<file path="src/rtl/snn_pkg.sv">
// snn_pkg -- shared definitions for the spiking-neural-network blocks.
//   state_e  : decoder FSM states (IDLE, COUNT)
//   DEF_*    : default window length / count width / window counter width
//   sat_inc  : saturating increment on a 32-bit carrier. Callers cast to their
//              own width, so widths up to 32 bits are supported.
package snn_pkg;

    typedef enum logic {
        IDLE  = 1'b0,
        COUNT = 1'b1
    } state_e;

    localparam int DEF_WINDOW = 100;
    localparam int DEF_CNT_W  = 8;
    localparam int DEF_WIN_W  = 16;

    function automatic logic [31:0] sat_inc(input logic [31:0] v,
                                            input logic        inc,
                                            input logic [31:0] maxv);
        if (inc && (v < maxv)) return v + 32'd1;
        return v;
    endfunction

endpackage

</file>
<file path="src/rtl/spike_isi_meter.sv">
// spike_isi_meter -- inter-spike interval measurement.
//   clk, rst_n : clock, synchronous active-low reset
//   active     : decoder is counting this cycle; low clears the meter
//   spike_in   : spike sample
//   isi        : cycles between the last two spikes (saturating)
//   isi_valid  : one-cycle pulse when isi is updated
// The first spike after activation only arms the meter. intv_q holds the
// cycles elapsed since the previous spike minus one, so the reported interval
// is intv_q + 1 (spikes at cycles 5 and 12 report 7).
module spike_isi_meter
    import snn_pkg::*;
#(
    parameter int WIN_W = DEF_WIN_W
) (
    input  logic             clk,
    input  logic             rst_n,
    input  logic             active,
    input  logic             spike_in,
    output logic [WIN_W-1:0] isi,
    output logic             isi_valid
);

    localparam logic [31:0] INTV_MAX = 32'((64'd1 << WIN_W) - 64'd1);

    logic [WIN_W-1:0] intv_q, intv_d, intv_next;
    logic [WIN_W-1:0] isi_q, isi_d;
    logic             armed_q, armed_d;
    logic             isi_valid_q, isi_valid_d;

    always_comb begin
        intv_d      = intv_q;
        isi_d       = isi_q;
        armed_d     = armed_q;
        isi_valid_d = 1'b0;
        intv_next   = WIN_W'(sat_inc(32'(intv_q), 1'b1, INTV_MAX));
        if (!active) begin
            intv_d  = '0;
            armed_d = 1'b0;
        end else if (spike_in) begin
            if (armed_q) begin
                isi_d       = intv_next;
                isi_valid_d = 1'b1;
            end
            intv_d  = '0;
            armed_d = 1'b1;
        end else begin
            intv_d = intv_next;
        end
    end

    always_ff @(posedge clk) begin
        if (!rst_n) begin
            intv_q      <= '0;
            isi_q       <= '0;
            armed_q     <= 1'b0;
            isi_valid_q <= 1'b0;
        end else begin
            intv_q      <= intv_d;
            isi_q       <= isi_d;
            armed_q     <= armed_d;
            isi_valid_q <= isi_valid_d;
        end
    end

    assign isi       = isi_q;
    assign isi_valid = isi_valid_q;

endmodule

</file>
<file path="src/rtl/spike_rate_decoder.sv">
// spike_rate_decoder -- counts spikes over a fixed window of WINDOW cycles and
// offers each window's count on a valid/ready handshake.
//   clk, rst_n  : clock, synchronous active-low reset
//   enable      : high decodes; low returns to IDLE, discarding partial window
//   spike_in    : spike sample, one per cycle
//   rate        : saturated spike count of the last completed window
//   rate_valid  : rate holds an unconsumed result
//   rate_ready  : downstream accept
//   overrun     : sticky, a result was replaced before being accepted
//   busy        : FSM is in COUNT
//   isi, isi_valid : inter-spike interval outputs (only with ISI_DECODE_EN)
// Optional feature macro: ISI_DECODE_EN.
// A low enable takes priority over a window close in the same cycle.
module spike_rate_decoder
    import snn_pkg::*;
#(
    parameter int WINDOW = DEF_WINDOW,
    parameter int CNT_W  = DEF_CNT_W,
    parameter int WIN_W  = DEF_WIN_W
) (
    input  logic             clk,
    input  logic             rst_n,
    input  logic             enable,
    input  logic             spike_in,
    output logic [CNT_W-1:0] rate,
    output logic             rate_valid,
    input  logic             rate_ready,
    output logic             overrun,
`ifdef ISI_DECODE_EN
    output logic [WIN_W-1:0] isi,
    output logic             isi_valid,
`endif
    output logic             busy
);

    localparam logic [31:0]      SPK_MAX  = 32'((64'd1 << CNT_W) - 64'd1);
    localparam logic [WIN_W-1:0] WIN_LAST = WIN_W'(WINDOW - 1);

    state_e           state_q, state_d;
    logic [WIN_W-1:0] win_cnt_q, win_cnt_d;
    logic [CNT_W-1:0] spk_cnt_q, spk_cnt_d, spk_next;
    logic [CNT_W-1:0] rate_q, rate_d;
    logic             rate_valid_q, rate_valid_d;
    logic             overrun_q, overrun_d;

    always_comb begin
        state_d      = state_q;
        win_cnt_d    = win_cnt_q;
        spk_cnt_d    = spk_cnt_q;
        rate_d       = rate_q;
        rate_valid_d = rate_valid_q;
        overrun_d    = overrun_q;
        spk_next     = CNT_W'(sat_inc(32'(spk_cnt_q), spike_in, SPK_MAX));

        if (rate_valid_q && rate_ready) rate_valid_d = 1'b0;

        case (state_q)
            IDLE: begin
                win_cnt_d = '0;
                spk_cnt_d = '0;
                if (enable) state_d = COUNT;
            end
            COUNT: begin
                if (!enable) begin
                    state_d   = IDLE;
                    win_cnt_d = '0;
                    spk_cnt_d = '0;
                end else if (win_cnt_q == WIN_LAST) begin
                    // Close: an unaccepted older result is replaced and flagged.
                    rate_d       = spk_next;
                    rate_valid_d = 1'b1;
                    if (rate_valid_q && !rate_ready) overrun_d = 1'b1;
                    win_cnt_d    = '0;
                    spk_cnt_d    = '0;
                end else begin
                    win_cnt_d = win_cnt_q + 1'b1;
                    spk_cnt_d = spk_next;
                end
            end
            default: state_d = IDLE;
        endcase
    end

    always_ff @(posedge clk) begin
        if (!rst_n) begin
            state_q      <= IDLE;
            win_cnt_q    <= '0;
            spk_cnt_q    <= '0;
            rate_q       <= '0;
            rate_valid_q <= 1'b0;
            overrun_q    <= 1'b0;
        end else begin
            state_q      <= state_d;
            win_cnt_q    <= win_cnt_d;
            spk_cnt_q    <= spk_cnt_d;
            rate_q       <= rate_d;
            rate_valid_q <= rate_valid_d;
            overrun_q    <= overrun_d;
        end
    end

    assign rate       = rate_q;
    assign rate_valid = rate_valid_q;
    assign overrun    = overrun_q;
    assign busy       = (state_q == COUNT);

`ifdef ISI_DECODE_EN
    spike_isi_meter #(.WIN_W(WIN_W)) u_isi (
        .clk      (clk),
        .rst_n    (rst_n),
        .active   (busy && enable),
        .spike_in (spike_in),
        .isi      (isi),
        .isi_valid(isi_valid)
    );
`endif

endmodule
</file>
<file path="config.mk">
export PLATFORM = sky130hd
export DESIGN_NAME = spike_rate_decoder
export DESIGN_NICKNAME = d
export VERILOG_FILES = /design/src/rtl/snn_pkg.sv /design/src/rtl/spike_isi_meter.sv /design/src/rtl/spike_rate_decoder.sv
export SDC_FILE = /design/constraint.sdc
export NUM_CORES = 1
export LEC_CHECK = 0
export ABC_AREA = 1
export CORE_MARGIN = 5
export CORE_UTILIZATION = 56
export CTS_CLUSTER_DIAMETER = 80
export CTS_CLUSTER_SIZE = 8
export DETAILED_ROUTE_END_ITERATION = 8
export PLACE_DENSITY = 0.78
export SKIP_CTS_REPAIR_TIMING = 1
export SLEW_MARGIN = 20
export SYNTH_ARGS = -nofsm -noshare
export SYNTH_HDL_FRONTEND = slang
export SYNTH_SLANG_ARGS = --single-unit
</file>
<file path="constraint.sdc">
create_clock -name clk -period 1.65 [get_ports clk]
set_input_delay 0.4125 -clock clk [delete_from_list [all_inputs] [get_ports clk]]
set_output_delay 0.4125 -clock clk [all_outputs]
set_load 0.01 [all_outputs]
</file>
# Yosys cells after proc, flatten, opt, wreduce, memory -nomap -nowiden

Cells that the tools add are included.

Add/sub/neg operators: 2
Multipliers: 0
Div/mod/pow operators: 0
$lt $le $gt $ge: 1
Eq/ne operators: 1
Shifts and indexed selects: 0
Multiplexer cells: 14
Bitwise gates (word level): 1
Reduce and logical (&&, ||, !) cells: 6

Operators with widths:

| operator                | count |
|---|---|
| $mux W16                | 2 |
| $mux W8                 | 4 |
| $pmux W16 S2            | 1 |
| $add A16 B1 Y16 const B | 1 |
| $eq A16 B7 Y1 const B   | 1 |
| $pmux W8 S2             | 1 |
| $add A8 B1 Y8 const B   | 1 |
| $lt A8 B8 Y1 const B    | 1 |
| $mux W1                 | 6 |
| $reduce_and A4 Y1       | 1 |
| $logic_and A1 B1 Y1     | 3 |
| $reduce_and A3 Y1       | 1 |
| $logic_not A1 Y1        | 1 |
| $not A1 Y1              | 1 |

Register bits: 35
Latch bits: 0
Bits in writable memories: 0
Memory bits (read-only): 0
Input bits: 5
Output and inout bits: 11
Word-level logic and storage cells: 31
Memories kept: 0

# Logic depth before layout (Yosys ltp)

Word-level depth: 7
Gate-level depth with buffers: 10

# Worst setup path before layout

OpenSTA, ideal clock, no wires.

Path type: register -> register
Start: register win_cnt_q[0]
End: register win_cnt_q[15]
Setup time: 0.122 ns
Arrival time: 1.194 ns
Data required time: 1.528 ns
Path slack: 0.335 ns
Stages on the path, launching flop included: 8
Path buffers: 1
Cells stage by stage: dfxtp_1 -> ha_1 -> nand4_1 -> nor2_4 -> nand2_1 -> nand3_2 -> buf_4 -> a21oi_1

Word-level cells in the longest chain between the ends: 4

Ends and longest elaborated chain:

| what                                             | line                                               | text |
|---|---|---|
| start, declared                                  | spike_rate_decoder.sv:40                           | `logic [WIN_W-1:0] win_cnt_q, win_cnt_d;` |
| start signal, assigned                           | spike_rate_decoder.sv:94                           | `win_cnt_q <= win_cnt_d;` |
| $add A16 B1 Y16 or $eq A16 B7 Y1 (tied branches) | spike_rate_decoder.sv:76, spike_rate_decoder.sv:68 |  |
| $mux W16 (*)                                     | spike_rate_decoder.sv:68                           | `end else if (win_cnt_q == WIN_LAST) begin` |
| $mux W16 (*)                                     | spike_rate_decoder.sv:64                           | `if (!enable) begin` |
| $pmux W16 S2 (*)                                 | spike_rate_decoder.sv:57                           | `case (state_q)` |

Mark *: on every way between the ends. The rest lies on a longest branch, timed or not.
A chain may end at the register's enable or synchronous reset.

# Worst setup path in the final report

Start: register win_cnt_q[0]
End: register win_cnt_q[5]

The elaborated chain is that of the path after synthesis.

==> impl_metrics.yaml <==
timing:
  max_slew.worst_pin.slew_ns: 0.343
  setup_viol: 0
  rsz0062_at_grt: "no"
  slew_headroom: 0.770
  tns_ns: 0
  timing.fmax_ghz: 0.691
  slew_violations: 0
  fin_crit_ns: 1.45
  fin_crit_sh: 0.877
  clock_skew_ns: 0.0118
  finalHoldViolCount: 0
logic_synthesis:
  synth_seq_cells: 35
  synth_compound_area_frac: 0.0720
  syn_nets: 282
  syn_inst: 275
  synth_cell_types: 24
  synthMuxAreaShare: 0
  synthAdderAreaFrac: 0.0139
  syn_area_mm2: 0.00181
  synthFlopType: "dfxtp_1"
  yosys_warnings: 0
  async_reset_ff_frac: 0
  syn_area_per_cell_um2: 6.57
  synthXorXnorAreaFrac: 0.00485
  synth_top_family_by_area: "simple AND/OR/NAND/NOR gates"
  synth_edf_count: 0
  synthSimpleGateAreaFrac: 0.416
  yosysSeqAreaShare: 0.388
final_layout:
  layout.nets: 302
  n_antenna_cell: 0
  drive_gt1_frac: 0.0952
  multi_input_area_um2: 931
  design_area_mm2: 0.00209
  fill_cells: 285
  mostFrequentLayoutCell: "nand2_1"
  seq_area_um2: 701
  layout_common_cells: "nand2_1 (76), nor2_1 (41), inv_1 (41)"
  area_delta_synth_final_pct: 15.9
  layoutNonFillerInstCount: 338
global_routing:
  gr-total-overflow: 0
  grt_pass1_vias: 1541
  antenna_found_initial: 0
  grt_max_degree: 25
  grt_usage: 0.196
  grt_pass1_wl_um: 6680
route:
  drt-total-wl_um: 3680
  wl_per_cell_um: 10.9
  drt_iter0_markers: 123
  ant_nets: 0
  wl_met2_um: 1510
  wl_met3_um: 137
  highest_layer: "met4"
  drc: 0
  vias: 1627
  first_pass_iters: 4
  viasPerCell: 4.81
  wl_met1_um: 2010
floorplan:
  dieArea_mm2: 0.00446
  ios: 16
  die_w_um: 66.8
  rows: 20
  start_util: 0.587
  die_y_um: 66.8
  core_area_mm2: 0.00308
cts:
  ctsLongestPathBuffers: 2
  clkSinkCount: 35
  insertion_delay_ns: 0.33
  path_clk_slew_ns: 0.09
  root_buffer: "clkbuf_4"
  cts_tree: "done"
  htree_levels: 2
  cts_made_buffers: 5
place:
  dp.cells: 332
  hpwl_um: 2710
  io_buffers: 15
  gp_congestion: 0.848
  placed_area_mm2: 0.00201
power_and_ir_drop:
  power_density_mw_per_mm2: 620
  p_leak_nw: 1.06
  ir_drop_mv: 0.415
critical_path:
  crit_fanout: 24
  arrival_ns: 1.66
  cp_data_required_time_ns: 1.87
  crit_slowest_cell: "dfxtp_1"
  max_stage_delay_ns: 0.37
  cp_cell_sequence: "ha_1 -> nand4_1 -> nor2_4 -> nand2_1 -> nand3_2 -> buf_12 -> nor2_1"
  rr_endpoint: "win_cnt_q[5]"
  rr_worst_depth: 7
  reg2reg_slack_ns: 0.20
  start_kind: "flip-flop"
  r2r-start: "win_cnt_q[0]"
  cp-end-kind: "flip-flop"
  path_class: "reg2reg"
min_path:
  worstHoldStart: "overrun"
  min_path_type: "reg2reg"
  min_path_cells: 2
  worstHoldEndpoint: "overrun"
status:
  status: "finished clean"
flow_run:
  maxCapViolCount: 0
-- synth_stat cells (2+ instances only) --
library cell | count | area, um2
ha_1 | 2 | 25.0
buf_4 | 2 | 15.0
dfxtp_1 | 35 | 701
or2_2 | 2 | 12.5
a21oi_2 | 2 | 17.5
nor3_1 | 5 | 25.0
nand3_1 | 18 | 90.1
inv_1 | 41 | 154
buf_2 | 2 | 10.0
o21ai_0 | 2 | 10.0
nor2_4 | 2 | 22.5
nand4_1 | 8 | 50.1
a21oi_1 | 19 | 95.1
nand3b_1 | 2 | 15.0
nand2_2 | 3 | 18.8
nor2_2 | 6 | 37.5
nand2_1 | 77 | 289
nor2_1 | 41 | 154
-- flip-flops by register name, summed over array words and instances (netlist names) --
register / cells
busy: 1
overrun: 1
rate: 8
rate_valid: 1
spk_cnt_q: 8
win_cnt_q: 16
-- worst max-delay path by stage --
stage                      start  slack [ns]             to
finish              win_cnt_q[0]        0.20   win_cnt_q[5]
global route        spk_cnt_q[0]        0.03        rate[0]
CTS                      rate[6]       -0.01        rate[6]
detailed placement        enable     -0.0003   win_cnt_q[8]
global placement        spike_in        0.03        rate[5]
floorplan           win_cnt_q[0]        0.33  win_cnt_q[15]
-- cells by family (layout without fill, tap and decap cells) --
kind of cell,count (synthesis),in the layout
buffers and inverters,46,65
adder cells (fa/ha/maj),2,2
AND/OR/NAND/NOR,167,167
AO/OA/AOI/OAI,24,24
flip-flops,35,35
XOR/XNOR,1,1
-- layout make-up --
cell class | instances | area share
inverter | 41 | 0.0735
sequential | 35 | 0.335
tap | 44 | 0.0263
multi-input combinational | 194 | 0.444
clock buffer | 6 | 0.0197
timing repair buffer | 18 | 0.102
-- layer usage --
layer	GRT usage	vias up
li1	-	895
met1	0.273	704
met2	0.287	26
met3	0.0472	2
met4	0.0761	0
met5	0	-
-- report_power, final --
group	switching [mW]	total [mW]	leakage, nW	internal (mW)
logic	0.0219	0.0414	0.756	0.0194
registers	0.00153	0.848	0.282	0.847
clock network	0.258	0.410	0.0242	0.152
-- critical path: cells and delay by family (launching register included) --
kind                     cells  cell delay [ns]
flip-flops                   1             0.37
buffers and inverters        1             0.17
adder cells (fa/ha/maj)      1             0.24
AND/OR/NAND/NOR              5             0.57
-- through the flow --
step                      total power, mW  worst slack [ns]  hold WS (ns)  utilization
after detailed placement            0.909         -0.000331         0.457        0.653
after global routing                 1.36            0.0251         0.493        0.680
after global placement              0.909            0.0280         0.432        0.653
final                                1.30             0.203         0.464        0.680
after floorplan                     0.888             0.335         0.417            -
after CTS                            1.32           -0.0113         0.471        0.667
Note: power is estimated with default switching activity, not from simulation.
